[src/rtl/s3_chien_forney.sv]
// Chien search and Forney error-magnitude evaluator for a t<=2 Reed-Solomon decoder over GF(2^8), poly 0x11D.
// Optional build macro CHIEN_FAIL_CHK_EN enables the uncorrectable-codeword check driving dec_fail.
module s3_chien_forney #(
  parameter int N = 255
) (
  input  logic       clk,
  input  logic       rstn,
  input  logic       kes_done,
  input  logic [7:0] rs_lambda0,
  input  logic [7:0] rs_lambda1,
  input  logic [7:0] rs_lambda2,
  input  logic [7:0] rs_omega0,
  input  logic [7:0] rs_omega1,
  output logic       err_valid,
  output logic [7:0] err_pos,
  output logic       err_loc,
  output logic [7:0] err_val,
  output logic       cf_done,
  output logic [1:0] err_cnt,
  output logic       dec_fail
);

  function automatic logic [7:0] gf_xtime(input logic [7:0] a);
    return {a[6:0], 1'b0} ^ (a[7] ? 8'h1D : 8'h00);
  endfunction

  function automatic logic [7:0] gf_mul(input logic [7:0] a, input logic [7:0] b);
    logic [7:0] acc;
    logic [7:0] sh;
    acc = 8'h00;
    sh  = a;
    for (int i = 0; i < 8; i++) begin
      acc = acc ^ (b[i] ? sh : 8'h00);
      sh  = gf_xtime(sh);
    end
    return acc;
  endfunction

  // a^254 == a^-1 for nonzero a; maps 0 to 0, which makes a zero lambda1 yield a zero magnitude
  function automatic logic [7:0] gf_inv(input logic [7:0] a);
    logic [7:0] sq;
    logic [7:0] r;
    sq = a;
    r  = 8'h01;
    for (int i = 0; i < 7; i++) begin
      sq = gf_mul(sq, sq);
      r  = gf_mul(r, sq);
    end
    return r;
  endfunction

  function automatic logic [7:0] gf_pow(input int e);
    logic [7:0] r;
    r = 8'h01;
    for (int i = 0; i < (e % 255); i++) begin
      r = gf_xtime(r);
    end
    return r;
  endfunction

  localparam int         K0    = 256 - N;
  localparam logic [7:0] A_K0  = gf_pow(K0);
  localparam logic [7:0] A_2K0 = gf_pow((2 * K0) % 255);
  localparam logic [7:0] NM1   = 8'(N - 1);

  typedef enum logic [1:0] {
    S_IDLE = 2'd0,
    S_RUN  = 2'd1,
    S_FIN  = 2'd2
  } state_t;

  state_t     r_state;
  logic [7:0] r_l0;
  logic [7:0] r_l1;
  logic [7:0] r_l2;
  logic [7:0] r_w0;
  logic [7:0] r_w1;
  logic [7:0] r_inv_l1;
  logic [7:0] r_pos;
  logic [1:0] r_cnt;

  logic       w_lam_zero;
  logic       w_root;
  logic [7:0] w_val;
  logic [1:0] w_cnt_nxt;

  // Evaluate Lambda and Omega at the current x; scaling by nonzero powers keeps zero terms zero
  always_comb begin
    w_lam_zero = 1'b0;
    w_root     = 1'b0;
    w_val      = 8'h00;
    w_cnt_nxt  = r_cnt;
    w_lam_zero = ((r_l0 | r_l1 | r_l2) == 8'h00);
    w_root     = ((r_l0 ^ r_l1 ^ r_l2) == 8'h00) && !w_lam_zero;
    w_val      = gf_mul(r_w0 ^ r_w1, r_inv_l1);
    if (w_root && (r_cnt != 2'd3)) begin
      w_cnt_nxt = r_cnt + 2'd1;
    end else begin
      w_cnt_nxt = r_cnt;
    end
  end

  // Control FSM, term registers and registered result stream
  always_ff @(posedge clk or negedge rstn) begin
    if (!rstn) begin
      r_state   <= S_IDLE;
      r_l0      <= 8'h00;
      r_l1      <= 8'h00;
      r_l2      <= 8'h00;
      r_w0      <= 8'h00;
      r_w1      <= 8'h00;
      r_inv_l1  <= 8'h00;
      r_pos     <= 8'h00;
      r_cnt     <= 2'd0;
      err_valid <= 1'b0;
      err_pos   <= 8'h00;
      err_loc   <= 1'b0;
      err_val   <= 8'h00;
      cf_done   <= 1'b0;
      err_cnt   <= 2'd0;
    end else begin
      case (r_state)
        S_IDLE: begin
          err_valid <= 1'b0;
          err_pos   <= 8'h00;
          err_loc   <= 1'b0;
          err_val   <= 8'h00;
          cf_done   <= 1'b0;
          if (kes_done) begin
            r_state  <= S_RUN;
            r_l0     <= rs_lambda0;
            r_l1     <= gf_mul(rs_lambda1, A_K0);
            r_l2     <= gf_mul(rs_lambda2, A_2K0);
            r_w0     <= rs_omega0;
            r_w1     <= gf_mul(rs_omega1, A_K0);
            r_inv_l1 <= gf_inv(rs_lambda1);
            r_pos    <= NM1;
            r_cnt    <= 2'd0;
            err_cnt  <= 2'd0;
          end else begin
            r_state <= S_IDLE;
          end
        end
        S_RUN: begin
          err_valid <= 1'b1;
          err_pos   <= r_pos;
          err_loc   <= w_root;
          err_val   <= w_root ? w_val : 8'h00;
          cf_done   <= 1'b0;
          r_cnt     <= w_cnt_nxt;
          r_l1      <= gf_xtime(r_l1);
          r_w1      <= gf_xtime(r_w1);
          r_l2      <= gf_xtime(gf_xtime(r_l2));
          if (r_pos == 8'h00) begin
            r_state <= S_FIN;
          end else begin
            r_pos <= r_pos - 8'd1;
          end
        end
        S_FIN: begin
          err_valid <= 1'b0;
          err_pos   <= 8'h00;
          err_loc   <= 1'b0;
          err_val   <= 8'h00;
          cf_done   <= 1'b1;
          err_cnt   <= r_cnt;
          r_state   <= S_IDLE;
        end
        default: begin
          r_state   <= S_IDLE;
          err_valid <= 1'b0;
          err_pos   <= 8'h00;
          err_loc   <= 1'b0;
          err_val   <= 8'h00;
          cf_done   <= 1'b0;
        end
      endcase
    end
  end

`ifdef CHIEN_FAIL_CHK_EN
  logic       r_l1z_hit;
  logic       r_dec_fail;
  logic [1:0] w_deg;

  // Degree of Lambda, from the zeroness of the stepped terms
  always_comb begin
    w_deg = 2'd0;
    if (r_l2 != 8'h00) begin
      w_deg = 2'd2;
    end else if (r_l1 != 8'h00) begin
      w_deg = 2'd1;
    end else begin
      w_deg = 2'd0;
    end
  end

  // Uncorrectable flag: root count vs degree, null locator, or a root with no derivative
  always_ff @(posedge clk or negedge rstn) begin
    if (!rstn) begin
      r_l1z_hit  <= 1'b0;
      r_dec_fail <= 1'b0;
    end else if ((r_state == S_IDLE) && kes_done) begin
      r_l1z_hit  <= 1'b0;
      r_dec_fail <= 1'b0;
    end else if (r_state == S_RUN) begin
      r_l1z_hit <= r_l1z_hit | (w_root & (r_inv_l1 == 8'h00));
    end else if (r_state == S_FIN) begin
      r_dec_fail <= w_lam_zero | (r_cnt != w_deg) | r_l1z_hit;
    end else begin
      r_l1z_hit  <= r_l1z_hit;
      r_dec_fail <= r_dec_fail;
    end
  end

  assign dec_fail = r_dec_fail;
`else
  assign dec_fail = 1'b0;
`endif

endmodule

[config.mk]
export PLATFORM = sky130hd
export DESIGN_NAME = s3_chien_forney
export DESIGN_NICKNAME = d
export VERILOG_FILES = /design/src/rtl/s3_chien_forney.sv
export SDC_FILE = /design/constraint.sdc
export NUM_CORES = 1
export LEC_CHECK = 0
export BUFFER_PORTS_ARGS = -buffer_cell sky130_fd_sc_hd__buf_2
export CAP_MARGIN = 0
export CORE_ASPECT_RATIO = 0.9
export CORE_UTILIZATION = 60
export CTS_CLUSTER_DIAMETER = 150
export DETAILED_ROUTE_END_ITERATION = 10
export GPL_ROUTABILITY_DRIVEN = 1
export PLACE_DENSITY_LB_ADDON = 0.12
export SETUP_SLACK_MARGIN = 0.4
export SLEW_MARGIN = 10
export SYNTH_ARGS = -nofsm -noshare
export SYNTH_HDL_FRONTEND = slang
export SYNTH_SLANG_ARGS = --single-unit
export TNS_END_PERCENT = 100
[constraint.sdc]
create_clock -name clk -period 5.3 [get_ports clk]
set_input_delay 1.59 -clock clk [delete_from_list [all_inputs] [get_ports clk]]
set_output_delay 1.59 -clock clk [all_outputs]
set_load 0.05 [all_outputs]
==> results.json <==
{
  "status": "finished with violations",
  "failed_checks": "setup timing",
  "synth-edff-count": 0,
  "ys_seq_area_frac": 0.0981,
  "synth_area_um2": 20700,
  "netlist-cell-type-count": 103,
  "num_rows": 64,
  "gp_congestion": 0.971,
  "fp.coreArea_um2": 34000,
  "syn_to_final_growth_pct": 39.3,
  "grt_pass1_wl_um": 111000,
  "clk_latency_ns": 0.35,
  "dp_cells": 3516,
  "ys.flop_type": "dfrtp_1",
  "hold_viol_final": 0,
  "layout-drive-gt1-share": 0.376,
  "slew_viol_final": 0,
  "cp-start-kind": "primary input",
  "synth_nets": 2672,
  "clock_sinks": 81,
  "drc_errors": 0,
  "path_common_cell": "xnor2_1",
  "regArea_um2": 2030,
  "fmax_ghz": 0.0628,
  "hpwl_um": 50900,
  "drv_cap": 0,
  "required_ns": 5.50,
  "die_x_um": 198,
  "first_global_vias": 21196,
  "die_area_um2": 35200,
  "yosys_warnings": 0,
  "multi_input_comb_area_um2": 19700,
  "finalSetupViolations": 8,
  "htreeDepth": 3,
  "initial_core_util": 0.609,
  "routed_wl_um": 78500,
  "period_needed_ns": 15.93,
  "io_buffers": 63,
  "rsz0062_at_grt": "true",
  "clk_pin_slew_ns": 0.07,
  "ant_nets": 0,
  "synth_async_sr_flop_share": 1.00,
  "tightestPinTransition_ns": 1.05,
  "crit_type": "in -> reg",
  "root_buffer": "clkbuf_16",
  "synth_seq_cells": 81,
  "grt_use_total": 0.398,
  "via_per_inst": 6.23,
  "wl_per_cell_um": 21.5,
  "crit_slowest_cell": "xnor2_1",
  "clock_skew_ns": 0.0107,
  "avgSynthCellArea_um2": 8.06,
  "fin_ws_ns": -10.63,
  "drt_iter0_drc": 2591,
  "pre_cts_ws_ns": -10.95,
  "ioPinCount": 65,
  "netlist_instances": 2562,
  "relSlewSlack": 0.295,
  "period_share": 3.01,
  "die_h_um": 178,
  "n_fill_cell": 1970,
  "max_stage_delay_ns": 0.76,
  "cts_made_buffers": 9,
  "antenna_found_initial": 3,
  "crit_path_end_kind": "flop",
  "final-instance-count-excl-fill": 3648,
  "worstPathMaxFanout": 7,
  "clockBufferDepth": 2,
  "hold_path_class": "reg -> reg",
  "arrival_ns": 16.13,
  "fin_tns_setup_ns": -84.43,
  "via_count": 22734,
  "overflow": 0,
  "grt_max_degree": 82,
  "cts_tree": "built",
  "dr.pass1.iters": 8,
  "final_nets": 3288,
  "final_core_util": 0.848
}
## metal layers
layer,up-vias,GRT usage,part of all wire
met4,0,0.147,0.066
met5,-,0,0
met1,10755,0.514,0.37
li1,9917,-,-
met3,486,0.0596,0.098
met2,1576,0.675,0.46
## metrics by stage
| stage | hold slack, ns | instance area [um2] |
|---|---|---|
| after floorplan | 0.475 | 21300 |
| after global placement | 0.492 | 25700 |
| after detailed placement | 0.504 | 25700 |
| after CTS | 0.519 | 27500 |
| after global routing | 0.546 | 28800 |
| final | 0.518 | 28800 |
## path summary, 6_finish.rpt
check / from / to / slack [ns] / depth (start not counted)
setup / recovery: rs_lambda1[6] / r_inv_l1[2] / -10.63 / 71
hold / removal: r_cnt[0] / r_cnt[0] / 0.52 / 1
setup reg to reg: r_state[0] / r_cnt[0] / 2.12 / 5
hold reg to reg: r_cnt[0] / r_cnt[0] / 0.52 / 1
max in group asynchronous: rstn / r_inv_l1[7] / 3.21 / 1
min in group asynchronous: rstn / r_pos[5] / 1.41 / 1
## placed cells by master, fill, tap and decap left out, types with 32 or more instances in the layout
master and n:
inv_1 46, xnor3_2 34, o21ai_0 71, buf_4 662, nand3_1 55, mux2i_1 41
xor2_1 114, nor3_1 46, dfrtp_1 81, xnor2_2 109, ha_4 35, xnor2_1 397
nor2_1 282, xnor3_1 82, a21oi_1 68, buf_2 58, nand2_1 323, o211ai_1 32
buf_6 33
## state kept, by name (all words and copies together), names as in the netlist, 2 cells and up
signal / cells
err_pos: 8
err_val: 8
r_inv_l1: 8
r_l0: 8
r_l1: 8
r_l2: 8
r_pos: 8
r_w0: 8
r_w1: 8
err_cnt: 2
r_cnt: 2
r_state: 2
## cell type report
cell class	instances	area share
clock inverter	7	0.00352
clock buffer	9	0.00783
inverter	81	0.0118
multi-input combinational	2241	0.684
antenna	3	0.000261
timing repair buffer	764	0.202
sequential	81	0.0704
tap	462	0.0201
## critical path, delay by kind of cell
family / cells / cell delay, ns
xor gates and xnor gates: 24 / 6.07
and+or+nand+nor: 14 / 2.49
adders and majority gates: 8 / 2.41
buffers and inverters: 15 / 1.93
AOI/OAI and AO/OA: 9 / 1.39
muxes: 1 / 0.20
## timing repair
| action | 4_1_cts | 5_1_grt |
|---|---|---|
| endpoints found under the setup margin | 8 | 8 |
| gates resized for setup | 170 | 157 |
| buffers inserted | 70 | 43 |
| hold buffers | 0 | 0 |
| pin swaps | 177 | 131 |
## cells in the mapped netlist (all sizes together) (43+ instances only)
cell type	number	share of area
ha	67	0.041
xnor3	116	0.13
o21ai	95	0.023
nor2	301	0.055
nor3	51	0.013
xor2	147	0.070
buf	79	0.021
mux2i	43	0.021
xnor2	529	0.24
a21oi	77	0.019
nand2	343	0.063
dfrtp	81	0.098
inv	75	0.014
nand3	57	0.014
clkbuf	80	0.015
## kinds of logic after synthesis
family,count (synthesis),share of synthesized area
AOI/OAI and AO/OA,429,0.141
DFF,81,0.0981
buffers and inverters,240,0.0509
and+or+nand+nor,873,0.184
adders and majority gates,67,0.0406
other,1,0.000181
muxes,66,0.0334
xor gates and xnor gates,805,0.452
Power is left out: the tool's default activity adds up to more than one toggle a clock period on the data nets, which glitch-free logic cannot reach.
